File: config.mk
export PLATFORM = sky130hd
export DESIGN_NAME = simd_vload_assembler
export DESIGN_NICKNAME = d
export VERILOG_FILES = /design/src/rtl/simd_vload_assembler.sv
export SDC_FILE = /design/constraint.sdc
export NUM_CORES = 1
export LEC_CHECK = 0
export BUFFER_PORTS_ARGS = -buffer_cell sky130_fd_sc_hd__buf_2
export CORE_MARGIN = 2
export CORE_UTILIZATION = 34
export DETAILED_ROUTE_END_ITERATION = 8
export PLACE_DENSITY = 0.67
export SYNTH_ARGS = -nofsm -noshare
export SYNTH_HDL_FRONTEND = slang
export SYNTH_SLANG_ARGS = --single-unit
File: constraint.sdc
create_clock -name clk -period 4.98 [get_ports clk]
set_clock_uncertainty 0.1 [all_clocks]
set_input_delay 0.249 -clock clk [delete_from_list [all_inputs] [get_ports clk]]
set_output_delay 0.249 -clock clk [all_outputs]
set_load 0.02 [all_outputs]
File: src/rtl/simd_vload_assembler.sv
// Strided vector-load engine: fetches LANES elements over a single-outstanding
// request/grant port, packs them, and issues one register-file write strobe.
module simd_vload_assembler #(
   parameter int LANES = 8,
   parameter int DW    = 32
) (
   input  logic                clk,
   input  logic                reset,
   input  logic                start,
   input  logic [31:0]         base_addr,
   input  logic [31:0]         stride,
   input  logic [31:0]         dest,
   output logic                busy,
   output logic                mem_req,
   output logic [31:0]         mem_addr,
   input  logic                mem_gnt,
   input  logic                mem_rvalid,
   input  logic [DW-1:0]       mem_rdata,
   output logic                DSIMD_EN,
   output logic [LANES*DW-1:0] DATA,
   output logic [31:0]         D_ADDR,
   output logic                done
);

   localparam int IW = $clog2(LANES);
   localparam logic [IW-1:0] LAST_IDX = IW'(LANES - 1);

   localparam logic [1:0] S_IDLE  = 2'd0;
   localparam logic [1:0] S_REQ   = 2'd1;
   localparam logic [1:0] S_WAIT  = 2'd2;
   localparam logic [1:0] S_WRITE = 2'd3;

   logic [1:0]                  state_q, state_d;
   logic [IW-1:0]               idx_q, idx_d;
   logic [31:0]                 addr_q, addr_d;
   logic [31:0]                 stride_q, stride_d;
   logic [31:0]                 dest_q, dest_d;
   logic [LANES-1:0][DW-1:0]    lanes_q, lanes_d;
   logic                        busy_q, busy_d;
   logic                        req_q, req_d;
   logic                        wr_q, wr_d;

   always_comb begin
      state_d  = state_q;
      idx_d    = idx_q;
      addr_d   = addr_q;
      stride_d = stride_q;
      dest_d   = dest_q;
      lanes_d  = lanes_q;
      case (state_q)
         S_IDLE: begin
            if (start) begin
               addr_d   = base_addr;
               stride_d = stride;
               dest_d   = dest;
               lanes_d  = '0;
               idx_d    = '0;
               state_d  = S_REQ;
            end
         end
         S_REQ: begin
            if (mem_gnt) state_d = S_WAIT;
         end
         S_WAIT: begin
            if (mem_rvalid) begin
               lanes_d[idx_q] = mem_rdata;
               if (idx_q == LAST_IDX) begin
                  state_d = S_WRITE;
               end else begin
                  // Address wraps modulo 2^32; a zero stride broadcasts one element.
                  idx_d   = idx_q + IW'(1);
                  addr_d  = addr_q + stride_q;
                  state_d = S_REQ;
               end
            end
         end
         S_WRITE: state_d = S_IDLE;
         default: state_d = S_IDLE;
      endcase
      // Outputs are registered copies of the next-state decode.
      busy_d = (state_d != S_IDLE);
      req_d  = (state_d == S_REQ);
      wr_d   = (state_d == S_WRITE);
   end

   always_ff @(posedge clk or negedge reset) begin
      if (!reset) begin
         state_q  <= S_IDLE;
         idx_q    <= '0;
         addr_q   <= '0;
         stride_q <= '0;
         dest_q   <= '0;
         lanes_q  <= '0;
         busy_q   <= 1'b0;
         req_q    <= 1'b0;
         wr_q     <= 1'b0;
      end else begin
         state_q  <= state_d;
         idx_q    <= idx_d;
         addr_q   <= addr_d;
         stride_q <= stride_d;
         dest_q   <= dest_d;
         lanes_q  <= lanes_d;
         busy_q   <= busy_d;
         req_q    <= req_d;
         wr_q     <= wr_d;
      end
   end

   assign busy     = busy_q;
   assign mem_req  = req_q;
   assign mem_addr = addr_q;
   assign DSIMD_EN = wr_q;
   assign done     = wr_q;
   assign DATA     = lanes_q;
   assign D_ADDR   = dest_q;

endmodule
==> metrics.cfg <==
[run]
max_cap_violations = 0

[critical_path]
worst_path_max_delay_cell = fa_1
cp.arrival_ns = 3.44
end_kind = register
crit_type = register to register
crit_buf_inv = 0
slowest_delay_ns = 0.43
worstPathRequired_ns = 5.29
worstPathMaxFanout = 3
crit_path_start_kind = register
crit_family = compound AO/OA/AOI/OAI gates
worstPathCellList = ha_1 -> fa_1 -> a211oi_1 -> o211ai_1 -> a221oi_2 -> o21ai_1 -> a221o_1 -> a21oi_1 -> xor2_1 -> o21ai_0

[die]
core_region_area_um2 = 43300
start_util_pct = 34.6
placement_rows = 76
io_pins = 457
fp.dieW_um = 214
dieArea_um2 = 45700
fp.dieH_um = 214

[clock_tree]
post_cts_buffers = 0
cts_tree = yes
cts_buffer_depth = 3
root_buffer = clkbuf_16
clk_pin_slew_ns = 0.06
htree_num_levels = 2
clock_sinks = 360
cts_buffers = 41
clk_latency_ns = 0.55

[routing]
postRouteAntennaNets = 0
dr.pass1.iters = 6
wl_per_cell_um = 19.5
finalWirelength_um = 53000
first_iter_violations = 1049
via_per_inst = 5.10
vias = 13900
route.detailed.drc = 0

[synthesis]
synth_cell_types = 55
ys.flop_type = dfrtp_1
synth-simple-area-share_pct = 17.5
synth_cells = 1582
synthAdderAreaFrac_pct = 2.89
synth_top_family_by_area = simple AND/OR/NAND/NOR gates
synth-compound-area-share_pct = 15.2
synthArstFlopShare_pct = 100
synth_edf_count = 0
syn_area_um2 = 15000
synthMuxAreaShare_pct = 0.134
ys_seq_area_share_pct = 60.2
syn_avg_cell_area_um2 = 9.46
synth_xor_area_share_pct = 1.46
synth-seq-cells = 360
ys_warn_count = 0
syn-num-nets = 1749

[grt]
grt_pass1_wl_um = 79400
grt_usage_pct = 22.6
antenna_found_initial = 2
grt_pass1_vias = 13800
overflow = 0
grt_max_degree = 142

[place]
io_buffers = 456
gp_congestion = 0.881
hpwlAfterDp_um = 35300

[power_and_ir_drop]
power.density_nw_per_um2 = 573
ir_worst_vdd_v = 0.000298
power.total_mw = 11.5
power.static_leakage_nw = 10.4

[cells_and_area]
synthToLayoutAreaGrowth_pct = 34.2
n_fill_cell = 4080
drive_gt1_share_pct = 26.2
nNetsFinal = 2273

[timing]
final_hold_viol_count = 0
finalSetupViolCount = 0
clock.fmax_mhz = 319
maxSlewViolCount = 0
relSlewSlack_pct = 34.1
tns_ns = 0
rsz0062_at_grt = no
period_share_pct = 62.9
worstMarginPinSlew_ns = 0.987
min_period_ns = 3.13

[run_status]
run_status = finished, final reports clean

[min_path]
hold_path_class = input pin to register

==> layout by cell type, fill, tap and decap left out, types with 3 or more instances in the layout <==
cell type,count
o21bai_1,3
nand2b_1,4
a21o_1,13
nor2_1,34
a211oi_1,4
inv_1,6
xnor2_1,15
buf_2,455
o2111ai_1,3
o22ai_1,5
or3_1,7
buf_4,18
o21ai_0,289
and2_1,6
ha_1,33
nand3_1,7
dlygate4sd3_1,96
dfrtp_1,360
nand3b_1,7
a31oi_1,9
clkinvlp_4,3
nand2_2,4
nand4_1,6
nand2_1,550
xor2_1,10
and3_1,6
clkbuf_1,9
a21oi_1,52
o21ai_1,6
clkbuf_16,41
nor2b_1,3
clkinv_2,8
o211ai_1,10
clkbuf_8,6
nor3_1,3
==> routing by layer <==
layer	up-vias	share of wire, %	GRT usage, %	routed length [um]
met4	0	3.6	9.00	1890
met1	6836	42	29.2	22400
met5	-	0	0	0
met3	108	6.3	4.60	3320
li1	6343	-	-	-
met2	582	48	37.2	25400
==> cells by family (layout without fill, tap and decap cells) <==
kind of cell               Yosys count  after routing
xor gates and xnor gates            25             25
AOI/OAI and AO/OA                  413            413
buffers and inverters               97            650
muxes                                2              2
other                                0              2
adders and majority gates           34             34
DFF                                360            360
and+or+nand+nor                    651            651
==> state kept, by name, indices dropped and copies added (netlist names) <==
| register | cells |
|---|---|
| busy | 1 |
| mem_req | 1 |
| state_q | 2 |
| DSIMD_EN | 1 |
| DATA | 256 |
| stride_q | 32 |
| D_ADDR | 32 |
| idx_q | 3 |
| mem_addr | 32 |
==> cell usage after synthesis (all sizes together) (6+ instances only) <==
| library cell | count | area, um2 |
|---|---|---|
| nand2 | 554 | 2080 |
| dfrtp | 360 | 9010 |
| o21ai | 295 | 1480 |
| clkbuf | 73 | 274 |
| a21oi | 53 | 269 |
| nor2 | 36 | 135 |
| ha | 33 | 413 |
| buf | 18 | 88.8 |
| xnor2 | 15 | 131 |
| a21o | 13 | 97.6 |
| o211ai | 10 | 75.1 |
| xor2 | 10 | 87.6 |
| a31oi | 9 | 56.3 |
| nand3 | 8 | 45.0 |
| and2 | 7 | 43.8 |
| and3 | 7 | 45.1 |
| nand3b | 7 | 52.6 |
| or3 | 7 | 43.8 |
| inv | 6 | 22.5 |
| nand4 | 6 | 37.5 |
==> power by group <==
group          switching [mW]  total [mW]  internal, mW
logic                    3.18        4.74          1.56
registers               0.384        3.83          3.45
clock network            1.22        2.93          1.71
==> worst reg2reg max path, stage by stage, from the launching register on <==
cell,delay [ns]
dfrtp_1,0.39
ha_1,0.25
fa_1,0.43
a211oi_1,0.35
o211ai_1,0.21
a221oi_2,0.35
o21ai_1,0.15
a221o_1,0.33
a21oi_1,0.17
xor2_1,0.16
o21ai_0,0.09
==> what timing repair did <==
action | in CTS | in global routing
gates resized for setup | 0 | 0
endpoints found under the hold margin | 204 | 0
hold buffers | 96 | 0
==> layout make-up <==
cell class              instances  area [um2]  share of cell area (%)
flip-flops and latches        360        9010                    44.9
well taps                     585         732                    3.65
multi-input cells            1125        5590                    27.8
inverters                       6        22.5                   0.112
repair buffers                572        3430                    17.1
clock inverters                16         149                   0.742
diodes                          2        5.00                  0.0249
clock buffers                  56        1140                    5.69
==> worst paths after layout <==
kind | start | endpoint | slack, ns | depth (start not counted)
max | mem_addr[0] | mem_addr[18] | 1.85 | 10
min | mem_rdata[26] | DATA[26] | 0.04 | 3
max reg2reg | mem_addr[0] | mem_addr[18] | 1.85 | 10
min reg2reg | D_ADDR[27] | D_ADDR[27] | 0.37 | 2
max in group asynchronous | reset | D_ADDR[24] | 3.15 | 3
min in group asynchronous | reset | DATA[197] | 0.22 | 2
==> metrics by stage <==
step / worst slack, ns / util (%) / hold WS, ns / cells / cell area [um2]
floorplan: 2.11 / - / -0.147 / 1582 / 15000
global placement: 1.92 / 41.2 / 0.249 / 2552 / 17800
detailed placement: 1.84 / 41.2 / 0.272 / 2552 / 17800
CTS: 1.84 / 46.4 / 0.000904 / 2720 / 20100
global route: 1.58 / 46.4 / 0.0297 / 2722 / 20100
finish: 1.85 / 46.4 / 0.0378 / 2722 / 20100
No activity file was read; power rests on OpenSTA's default activity.
